`config.mk`:
```
export PLATFORM = sky130hd
export DESIGN_NAME = ring_osc_loop_ctrl
export DESIGN_NICKNAME = d
export VERILOG_FILES = /design/src/rtl/ring_osc_pkg.sv /design/src/rtl/ring_osc_loop_ctrl_pfd_sync.sv /design/src/rtl/ring_osc_loop_ctrl.sv
export SDC_FILE = /design/constraint.sdc
export NUM_CORES = 1
export LEC_CHECK = 0
export CORE_AREA = 3 3 86 88
export DETAILED_ROUTE_END_ITERATION = 16
export DIE_AREA = 0 0 89 91
export MAX_ROUTING_LAYER = met4
export PLACE_DENSITY = 0.63
export SYNTH_ARGS = -nofsm -noshare
export SYNTH_HDL_FRONTEND = slang
export SYNTH_HIERARCHICAL = 1
export SYNTH_SLANG_ARGS = --single-unit
```
`constraint.sdc`:
```
create_clock -name clk -period 2.2 [get_ports clk]
set_input_delay 0.33 -clock clk [delete_from_list [all_inputs] [get_ports clk]]
set_output_delay 0.33 -clock clk [all_outputs]
set_load 0.005 [all_outputs]
```
`src/rtl/ring_osc_pkg.sv`:
```
// Shared types and default constants for the ring-oscillator PLL loop controller.
package ring_osc_pkg;

  localparam int unsigned COARSE_W_DEF   = 3;
  localparam int unsigned FINE_W_DEF     = 8;
  localparam int unsigned CAL_WIN_DEF    = 64;
  localparam int unsigned GAIN_SHIFT_DEF = 2;
  localparam int unsigned LOCK_WIN_DEF   = 2;
  localparam int unsigned LOCK_CNT_DEF   = 16;

  // Lock is dropped only when |err| exceeds this multiple of the lock window.
  localparam int unsigned UNLOCK_MULT = 4;

  typedef enum logic [1:0] {
    IDLE   = 2'd0,
    COARSE = 2'd1,
    FINE   = 2'd2,
    LOCKED = 2'd3
  } state_e;

endpackage

```
`src/rtl/ring_osc_loop_ctrl_pfd_sync.sv`:
```
// Two-flop synchronizers for the PFD up/down pulses and for reset release.
module pfd_sync (
  input  logic clk,
  input  logic i_rst_n,
  input  logic i_up,
  input  logic i_down,
  output logic o_rst_n,
  output logic o_up_s,
  output logic o_down_s
);

  logic r_rst_meta;
  logic r_rst_sync;
  logic r_up_meta;
  logic r_up_s;
  logic r_down_meta;
  logic r_down_s;

  // Reset asserts asynchronously, releases after two clk edges.
  always_ff @(posedge clk or negedge i_rst_n) begin
    if (!i_rst_n) begin
      r_rst_meta <= 1'b0;
      r_rst_sync <= 1'b0;
    end else begin
      r_rst_meta <= 1'b1;
      r_rst_sync <= r_rst_meta;
    end
  end

  always_ff @(posedge clk or negedge i_rst_n) begin
    if (!i_rst_n) begin
      r_up_meta   <= 1'b0;
      r_up_s      <= 1'b0;
      r_down_meta <= 1'b0;
      r_down_s    <= 1'b0;
    end else begin
      r_up_meta   <= i_up;
      r_up_s      <= r_up_meta;
      r_down_meta <= i_down;
      r_down_s    <= r_down_meta;
    end
  end

  assign o_rst_n  = r_rst_sync;
  assign o_up_s   = r_up_s;
  assign o_down_s = r_down_s;

endmodule

```
`src/rtl/ring_osc_loop_ctrl.sv`:
```
// Ring-oscillator PLL loop controller: SAR coarse tap calibration, then
// integrating fine-code loop with lock detection.
module ring_osc_loop_ctrl
  import ring_osc_pkg::*;
#(
  parameter int unsigned COARSE_W   = COARSE_W_DEF,
  parameter int unsigned FINE_W     = FINE_W_DEF,
  parameter int unsigned CAL_WIN    = CAL_WIN_DEF,
  parameter int unsigned GAIN_SHIFT = GAIN_SHIFT_DEF,
  parameter int unsigned LOCK_WIN   = LOCK_WIN_DEF,
  parameter int unsigned LOCK_CNT   = LOCK_CNT_DEF
) (
  input  logic                clk,
  input  logic                delay_up_reset,
  input  logic                enable,
  input  logic                start,
  input  logic                up,
  input  logic                down,
  output logic                pfd_en,
  output logic [COARSE_W-1:0] coarse_sel,
  output logic [FINE_W-1:0]   fine_code,
  output logic                busy,
  output logic                locked
);

  localparam int unsigned ERR_W  = $clog2(CAL_WIN) + 2;
  localparam int unsigned WCNT_W = $clog2(CAL_WIN);
  localparam int unsigned IDX_W  = (COARSE_W > 1) ? $clog2(COARSE_W) : 1;
  localparam int unsigned LCNT_W = $clog2(LOCK_CNT + 1);
  localparam int unsigned SUM_W  = FINE_W + 2;

  localparam logic [COARSE_W-1:0] COARSE_INIT = COARSE_W'(1) << (COARSE_W - 1);
  localparam logic [FINE_W-1:0]   FINE_INIT   = FINE_W'(1) << (FINE_W - 1);

  logic w_rst_n;
  logic w_up_s;
  logic w_down_s;

  pfd_sync u_sync (
    .clk      (clk),
    .i_rst_n  (delay_up_reset),
    .i_up     (up),
    .i_down   (down),
    .o_rst_n  (w_rst_n),
    .o_up_s   (w_up_s),
    .o_down_s (w_down_s)
  );

  state_e                   r_state;
  logic [WCNT_W-1:0]        r_wcnt;
  logic signed [ERR_W-1:0]  r_err;
  logic [IDX_W-1:0]         r_idx;
  logic [LCNT_W-1:0]        r_lcnt;

  logic signed [ERR_W-1:0]  w_contrib;
  logic signed [ERR_W-1:0]  w_err_sum;
  logic signed [ERR_W-1:0]  w_err_shift;
  logic [ERR_W-1:0]         w_err_abs;
  logic signed [SUM_W-1:0]  w_fine_sum;
  logic [FINE_W-1:0]        w_fine_next;
  logic                     w_win_end;
  logic                     w_err_pos;
  logic                     w_in_tol;
  logic                     w_unlock;

  // Window error includes the current cycle so the window-end decision sees all CAL_WIN samples.
  assign w_contrib   = (w_up_s & ~w_down_s) ? ERR_W'(1) :
                       (w_down_s & ~w_up_s) ? '1 : '0;
  assign w_err_sum   = r_err + w_contrib;
  assign w_win_end   = (r_wcnt == WCNT_W'(CAL_WIN - 1));
  assign w_err_pos   = !w_err_sum[ERR_W-1] && (w_err_sum != '0);
  assign w_err_abs   = w_err_sum[ERR_W-1] ? ERR_W'(-w_err_sum) : ERR_W'(w_err_sum);
  assign w_in_tol    = (w_err_abs <= ERR_W'(LOCK_WIN));
  assign w_unlock    = (w_err_abs > ERR_W'(UNLOCK_MULT * LOCK_WIN));
  assign w_err_shift = w_err_sum >>> GAIN_SHIFT;
  assign w_fine_sum  = $signed({2'b00, fine_code}) + SUM_W'(w_err_shift);
  // Saturate: negative -> 0, overflow past FINE_W bits -> all ones.
  assign w_fine_next = w_fine_sum[SUM_W-1] ? '0 :
                       w_fine_sum[SUM_W-2] ? '1 : w_fine_sum[FINE_W-1:0];

  always_ff @(posedge clk or negedge w_rst_n) begin
    if (!w_rst_n) begin
      r_state    <= IDLE;
      r_wcnt     <= '0;
      r_err      <= '0;
      r_idx      <= '0;
      r_lcnt     <= '0;
      pfd_en     <= 1'b0;
      busy       <= 1'b0;
      locked     <= 1'b0;
      coarse_sel <= COARSE_INIT;
      fine_code  <= FINE_INIT;
    end else if (!enable) begin
      r_state <= IDLE;
      r_wcnt  <= '0;
      r_err   <= '0;
      r_lcnt  <= '0;
      pfd_en  <= 1'b0;
      busy    <= 1'b0;
      locked  <= 1'b0;
    end else begin
      case (r_state)
        IDLE: begin
          if (start) begin
            r_state    <= COARSE;
            r_wcnt     <= '0;
            r_err      <= '0;
            r_lcnt     <= '0;
            r_idx      <= IDX_W'(COARSE_W - 1);
            pfd_en     <= 1'b1;
            busy       <= 1'b1;
            coarse_sel <= COARSE_INIT;
            fine_code  <= FINE_INIT;
          end
        end
        COARSE, FINE, LOCKED: begin
          r_wcnt <= w_win_end ? '0 : WCNT_W'(r_wcnt + 1'b1);
          r_err  <= w_win_end ? '0 : w_err_sum;
          if (w_win_end) begin
            case (r_state)
              COARSE: begin
                if (!w_err_pos) coarse_sel[r_idx] <= 1'b0;
                if (r_idx != '0) begin
                  coarse_sel[IDX_W'(r_idx - 1'b1)] <= 1'b1;
                  r_idx <= IDX_W'(r_idx - 1'b1);
                end else begin
                  r_state <= FINE;
                end
              end
              FINE: begin
                fine_code <= w_fine_next;
                if (!w_in_tol) begin
                  r_lcnt <= '0;
                end else if (r_lcnt == LCNT_W'(LOCK_CNT - 1)) begin
                  r_lcnt  <= LCNT_W'(LOCK_CNT);
                  r_state <= LOCKED;
                  locked  <= 1'b1;
                end else begin
                  r_lcnt <= LCNT_W'(r_lcnt + 1'b1);
                end
              end
              default: begin
                fine_code <= w_fine_next;
                if (w_unlock) begin
                  r_lcnt  <= '0;
                  r_state <= FINE;
                  locked  <= 1'b0;
                end
              end
            endcase
          end
        end
        default: r_state <= IDLE;
      endcase
    end
  end

endmodule

```
=== Word level (Yosys, flattened, before mapping) ===
Cells that the tools add are included.
W data, S select, Z words.

* Register bits after elaboration: 42
* Output and inout bits: 14
* Logic and storage cells: 138

* $add $sub $neg: 6
* Magnitude comparators: 6
* Equality and inequality tests: 26
* Multiplexer cells: 63
* Bitwise operators: 7
* Reduce and logical (&&, ||, !) cells: 15

{| class="wikitable"
|+ Operators with widths
! cell !! count
|-
| $mux W8 || 11
|-
| $pmux W8 S2 || 2
|-
| $mux W5 || 6
|-
| $mux W3 || 9
|-
| $mux W2 || 11
|-
| $pmux W5 S2 || 2
|-
| $mux W6 || 3
|-
| $ne A4 B4 Y1 const B || 4
|-
| $ne A3 B3 Y1 const B || 5
|-
| $ne A2 B2 Y1 const B || 6
|-
| $pmux W2 S2 || 3
|-
| $pmux W6 S2 || 1
|-
| $reduce_and A4 Y1 || 3
|-
| $reduce_and A6 Y1 || 2
|-
| $mux W1 || 11
|-
| $add A9 B6 Y10 || 1
|-
| $add A8 B8 Y8 || 1
|-
| $gt A8 B4 Y1 const B || 1
|-
| $le A8 B2 Y1 const B || 1
|-
| $ne A2 B1 Y1 const B || 4
|-
| $neg A8 Y8 || 1
|-
| $reduce_bool A8 Y1 || 1
|-
| $add A6 B1 Y6 const B || 1
|-
| $eq A6 B6 Y1 const B || 1
|-
| other kinds (24) || 32
|}

=== Logic depth before layout (Yosys ltp) ===
* Word-level depth: 17
* Depth in mapped cells: 22

=== Modules after synthesis ===
Netlist, hierarchy kept.

{| class="wikitable"
|+ By module, submodules not included
! module !! instances !! cells each !! area each (sq um) !! seq. area each (sq um)
|-
| ring_osc_loop_ctrl || 1 || 345 || 2976.6 || 903.4
|-
| pfd_sync || 1 || 7 || 153.9 || 150.1
|}

=== Worst setup path before layout ===
Ideal clock, no wire load.

* Kind: register to register
* Start: register u_sync.r_down_s, in the netlist u_sync/o_down_s
* End: register fine_code[7]
* Setup time: 0.077 ns
* Data arrival time: 3.860 ns
* Data required time: 2.123 ns
* Slack: -1.738 ns
* Stages on the path, launching flop included: 20
* Buffers on the path: 2
* Cell sequence: dfrtp_1 > ha_1 > buf_4 > buf_6 > xor2_1 > ha_1 > nand4bb_1 > nand4_2 > a211o_1 > o311ai_1 > xor2_1 > inv_1 > ha_1 > a21o_1 > a21o_1 > a21oi_1 > o21bai_1 > xnor2_1 > o21bai_1 > a31oi_1

* Word-level cells in the longest chain between the ends: 10

{| class="wikitable"
|+ Ends and longest elaborated chain
! element !! RTL line !! text
|-
| start, declared || ring_osc_loop_ctrl_pfd_sync.sv:17 || <nowiki>logic r_down_s;</nowiki>
|-
| start signal, assigned || ring_osc_loop_ctrl_pfd_sync.sv:40 || <nowiki>r_down_s <= r_down_meta;</nowiki>
|-
| $and A1 B1 Y1 / $not A1 Y1 (equally long branches) || ring_osc_loop_ctrl.sv:68, ring_osc_loop_ctrl.sv:67 ||
|-
| $mux W8 / $and A1 B1 Y1 (equally long branches) || ring_osc_loop_ctrl.sv:68, ring_osc_loop_ctrl.sv:67 ||
|-
| $mux W8 (*) || ring_osc_loop_ctrl.sv:67 || <nowiki>assign w_contrib = (w_up_s & ~w_down_s) ? ERR_W'(1) :</nowiki>
|-
| $add A8 B8 Y8 (*) || ring_osc_loop_ctrl.sv:69 || <nowiki>assign w_err_sum = r_err + w_contrib;</nowiki>
|-
| $add A9 B6 Y10 (*) || ring_osc_loop_ctrl.sv:76 || <nowiki>assign w_fine_sum = $signed({2'b00, fine_code}) + SUM_W'(w_err_shift);</nowiki>
|-
| $mux W8 || ring_osc_loop_ctrl.sv:79 || <nowiki>w_fine_sum[SUM_W-2] ? '1 : w_fine_sum[FINE_W-1:0];</nowiki>
|-
| $mux W8 (*) || ring_osc_loop_ctrl.sv:78 || <nowiki>assign w_fine_next = w_fine_sum[SUM_W-1] ? '0 :</nowiki>
|-
| $mux W8 (*) || ring_osc_loop_ctrl.sv:120 || <nowiki>case (r_state)</nowiki>
|-
| $mux W8 (*) || ring_osc_loop_ctrl.sv:119 || <nowiki>if (w_win_end) begin</nowiki>
|-
| $pmux W8 S2 (*) || ring_osc_loop_ctrl.sv:102 || <nowiki>case (r_state)</nowiki>
|-
| end signal, assigned || ring_osc_loop_ctrl.sv:131 || <nowiki>fine_code <= w_fine_next;</nowiki>
|-
| end signal, assigned || ring_osc_loop_ctrl.sv:143 || <nowiki>fine_code <= w_fine_next;</nowiki>
|-
| end, declared || ring_osc_loop_ctrl.sv:21 || <nowiki>output logic [FINE_W-1:0] fine_code,</nowiki>
|}

Mark *: on every way between the ends. The rest lies on a longest branch, timed or not. The select of a mux whose other input is x is not followed.
A chain may end at the register's enable or synchronous reset.

=== Worst setup path in the final report ===
Same ends and word-level chain as after synthesis.

==> results.sh <==
export IMPL_outcome="complete, but fails checks"
export IMPL_violations="setup timing"
export IMPL_grt_start_max_net_pins=37
export IMPL_worstSetupPathType="register to register"
export IMPL_drive_gt1_share_pct=33.71
export IMPL_ys_types=70
export IMPL_synth_edf_count=0
export IMPL_hold_viol_final=0
export IMPL_intPower_w=0.002684
export IMPL_cts_hold_buffers=0
export IMPL_final_area_sq_um=4352
export IMPL_core_sq_um=6719
export IMPL_clk_path_buf_depth=2
export IMPL_drt_wl_total_microns=7696
export IMPL_fin_worst_skew_ns=0.01350
export IMPL_critical_path_startpoint="u_sync/o_down_s$_DFF_PN0_"
export IMPL_path_clk_slew_ns=0.09
export IMPL_first_pass_iters=4
export IMPL_gp_congestion=0.8242
export IMPL_place_area_sq_um=3935
export IMPL_fin_crit_ns=3.538
export IMPL_cp_required_ns=2.43
export IMPL_crit_arrival_ns=3.77
export IMPL_ys_ff_latch=42
export IMPL_path_max_fanout=8
export IMPL_cp_start_kind="register"
export IMPL_dr_total_vias=2806
export IMPL_hp_class="input pin to asynchronous set/reset pin"
export IMPL_period_share_pct=160.8
export IMPL_grt_pass1_vias=2819
export IMPL_yosysTopAreaCellShare_pct=31.97
export IMPL_cpPeakStageDelay_ns=0.39
export IMPL_wl_per_cell_microns=14.66
export IMPL_power_frac_comb_pct=62.7
export IMPL_grt_overflow_total=0
export IMPL_setup_viol=22
export IMPL_grt_usage_pct=20.23
export IMPL_p_per_area_nw_per_um2=1027
export IMPL_yosys_area_top_type="dfrtp_1"
export IMPL_path_cells="ha_1, inv_2, ha_4, a211oi_2, a21oi_1, a22o_1, xnor2_4, buf_4, fa_2, inv_1, a21oi_1, o21bai_1, a21o_1, a21o_1, a21oi_2, o21bai_1, xnor2_2, buf_6, o21bai_1, a31oi_1"
export IMPL_cts_sinks=42
export IMPL_power_frac_clock_pct=13.6
export IMPL_p_seq_share_pct=23.7
export IMPL_synth_warnings=6
export IMPL_vias_per_cell=5.345
export IMPL_synth_area_leaders="dfrtp_1, ha_1, o21ai_0"
export IMPL_synth_area_per_cell_sq_um=8.893
export IMPL_ioPinCount=20
export IMPL_drv_slew=0
export IMPL_antenna_found_initial=0
export IMPL_synth_area_sq_um=3131
export IMPL_r2r_start="u_sync/o_down_s$_DFF_PN0_"
export IMPL_cts_root_buf="clkbuf_8"
export IMPL_cap_violations=0
export IMPL_synth_most_common_cell="dfrtp_1"
export IMPL_pre_cts_slack_ns=-1.478
export IMPL_clk_latency_ns=0.30
export IMPL_die_area_sq_um=8099
export IMPL_max_freq_mhz=282.6
export IMPL_nNetsFinal=477
export IMPL_critPathMostFrequentCell="o21bai_1"
export IMPL_leakage_nw=2.006
export IMPL_num_rows=30
export IMPL_cp_num_buf_inv=4
export IMPL_numCtsBuffers=5
export IMPL_area_growth_pct=39.01
export IMPL_end_kind="register"
export IMPL_max_slew_worst_pin_slew_ns=0.6239
export IMPL_synth_async_reset_ratio_pct=100.0
export IMPL_ir_worst_vdd_uv=591.7
export IMPL_die_h_microns=91
export IMPL_switching_share_pct=39.95
export IMPL_setup_slack_ns=-1.338
export IMPL_ctsHtreeMaxLevel=2
export IMPL_route_detailed_drc=0
export IMPL_cp_top_family="compound AO/OA/AOI/OAI gates"
export IMPL_setup_tns_ns=-23.76
export IMPL_cts_tree="built"
export IMPL_grt_pass1_wl_microns=12780
export IMPL_die_w_microns=89
export IMPL_start_util_pct=46.59
export IMPL_slew_headroom_pct=57.97
export IMPL_dpl_hpwl_microns=5654
export IMPL_critical_path_slowest_cell="dfrtp_1"
export IMPL_diodes=0
export IMPL_ant_nets=0
export IMPL_drt_iter0_drc=127
export IMPL_syn_nets=385
export IMPL_synth_seq_area_share_pct=33.65
export IMPL_synthCells=352
export IMPL_ys_top_cells_by_count="dfrtp_1, nand2_1, inv_1, o21ai_0, ha_1"
export IMPL_ys_flop_type="dfrtp_1"
export IMPL_p_sw_w=0.001786
export IMPL_rsz0062_at_grt="yes"
export IMPL_io_buffers=19
==> area by class of cell <==
| type | count | area [sq um] |
|---|---|---|
| clock buffers | 7 | 76.32 |
| clock inverters | 1 | 30.03 |
| fillers | 537 | 2367 |
| inverters | 33 | 126.4 |
| multi-input cells | 260 | 2126 |
| flip-flops and latches | 42 | 1054 |
| well taps | 80 | 100.1 |
| repair buffers | 102 | 839.6 |
==> power groups by stage <==
stage	Clock [W]	Combinational, W	Sequential (W)
after detailed placement	0	0.00236	0.00107
after CTS	0.000630	0.00270	0.00106
after global placement	0	0.00232	0.00106
after global routing	0.000666	0.00306	0.00108
final	0.000608	0.00280	0.00106
after floorplan	0	0.00140	0.00105
==> routing by layer <==
| metal | track usage [%] | part of all wire (%) | up-vias |
|---|---|---|---|
| met2 | 34.41 | 51 | 32 |
| li1 | - | - | 1408 |
| met5 | - | 0 | - |
| met1 | 24.77 | 45 | 1360 |
| met4 | 5.831 | 1.2 | 0 |
| met3 | 2.722 | 2.3 | 6 |
==> placed cells by master, fill, tap and decap left out, types with 4 or more instances in the layout <==
cell type,instances
ha_1,20
mux2i_1,4
inv_1,28
inv_2,4
nand3_1,6
o21ai_2,4
clkbuf_8,5
a21oi_1,9
a21o_1,4
ha_4,5
buf_4,76
nand2_1,38
clkdlybuf4s50_1,19
nor2_1,20
nor2b_1,5
dfrtp_1,40
xor2_1,6
o21ai_0,15
o21ai_1,14
a21oi_2,6
xnor2_1,9
and3_1,4
buf_6,7
==> cells by family after synthesis <==
group           synth area share [%]
other cells                   0.1198
xor+xnor                       7.474
mux                            1.998
simple gates                   16.51
compound gates                 22.06
flops                          33.65
buf+inv                        7.154
fa+ha+maj                      11.03
==> flip-flops by register name (all words and copies together), names as in the netlist, 2 cells and up <==
name        flops
fine_code       8
r_err           8
r_wcnt          6
r_lcnt          5
coarse_sel      3
r_idx           2
r_state         2
==> stage by stage <==
| stage | utilization (%) | hold slack (ns) | instances | total power, W |
|---|---|---|---|---|
| floorplan | - | 0.03441 | 352 | 0.002452 |
| global placement | 58.57 | 0.3074 | 507 | 0.003381 |
| detailed placement | 58.57 | 0.3261 | 507 | 0.003426 |
| CTS | 63.76 | 0.2696 | 524 | 0.004393 |
| global route | 64.77 | 0.2786 | 525 | 0.004805 |
| finish | 64.77 | 0.2661 | 525 | 0.004470 |
==> final timing paths <==
path                                                to  slack (ns)  cells after the start
max in group asynchronous    coarse_sel[2]$_DFFE_PN1P_        1.51                      1
max                           fine_code[7]$_DFFE_PN1P_       -1.34                     20
min reg2reg                       r_err[0]$_DFFE_PN0P_        0.31                      1
min in group clk             u_sync/o_down_s$_DFF_PN0_        0.35                      0
min                        u_sync/r_rst_meta$_DFF_PN0_        0.27                      1
max reg2reg                   fine_code[7]$_DFFE_PN1P_       -1.34                     20
==> what timing repair did <==
action / CTS / global route
pin swaps: 26 / 14
setup endpoints to repair: 22 / 23
gates resized for setup: 44 / 16
buffers inserted: 10 / 3
(Power assumes the default switching activity.)
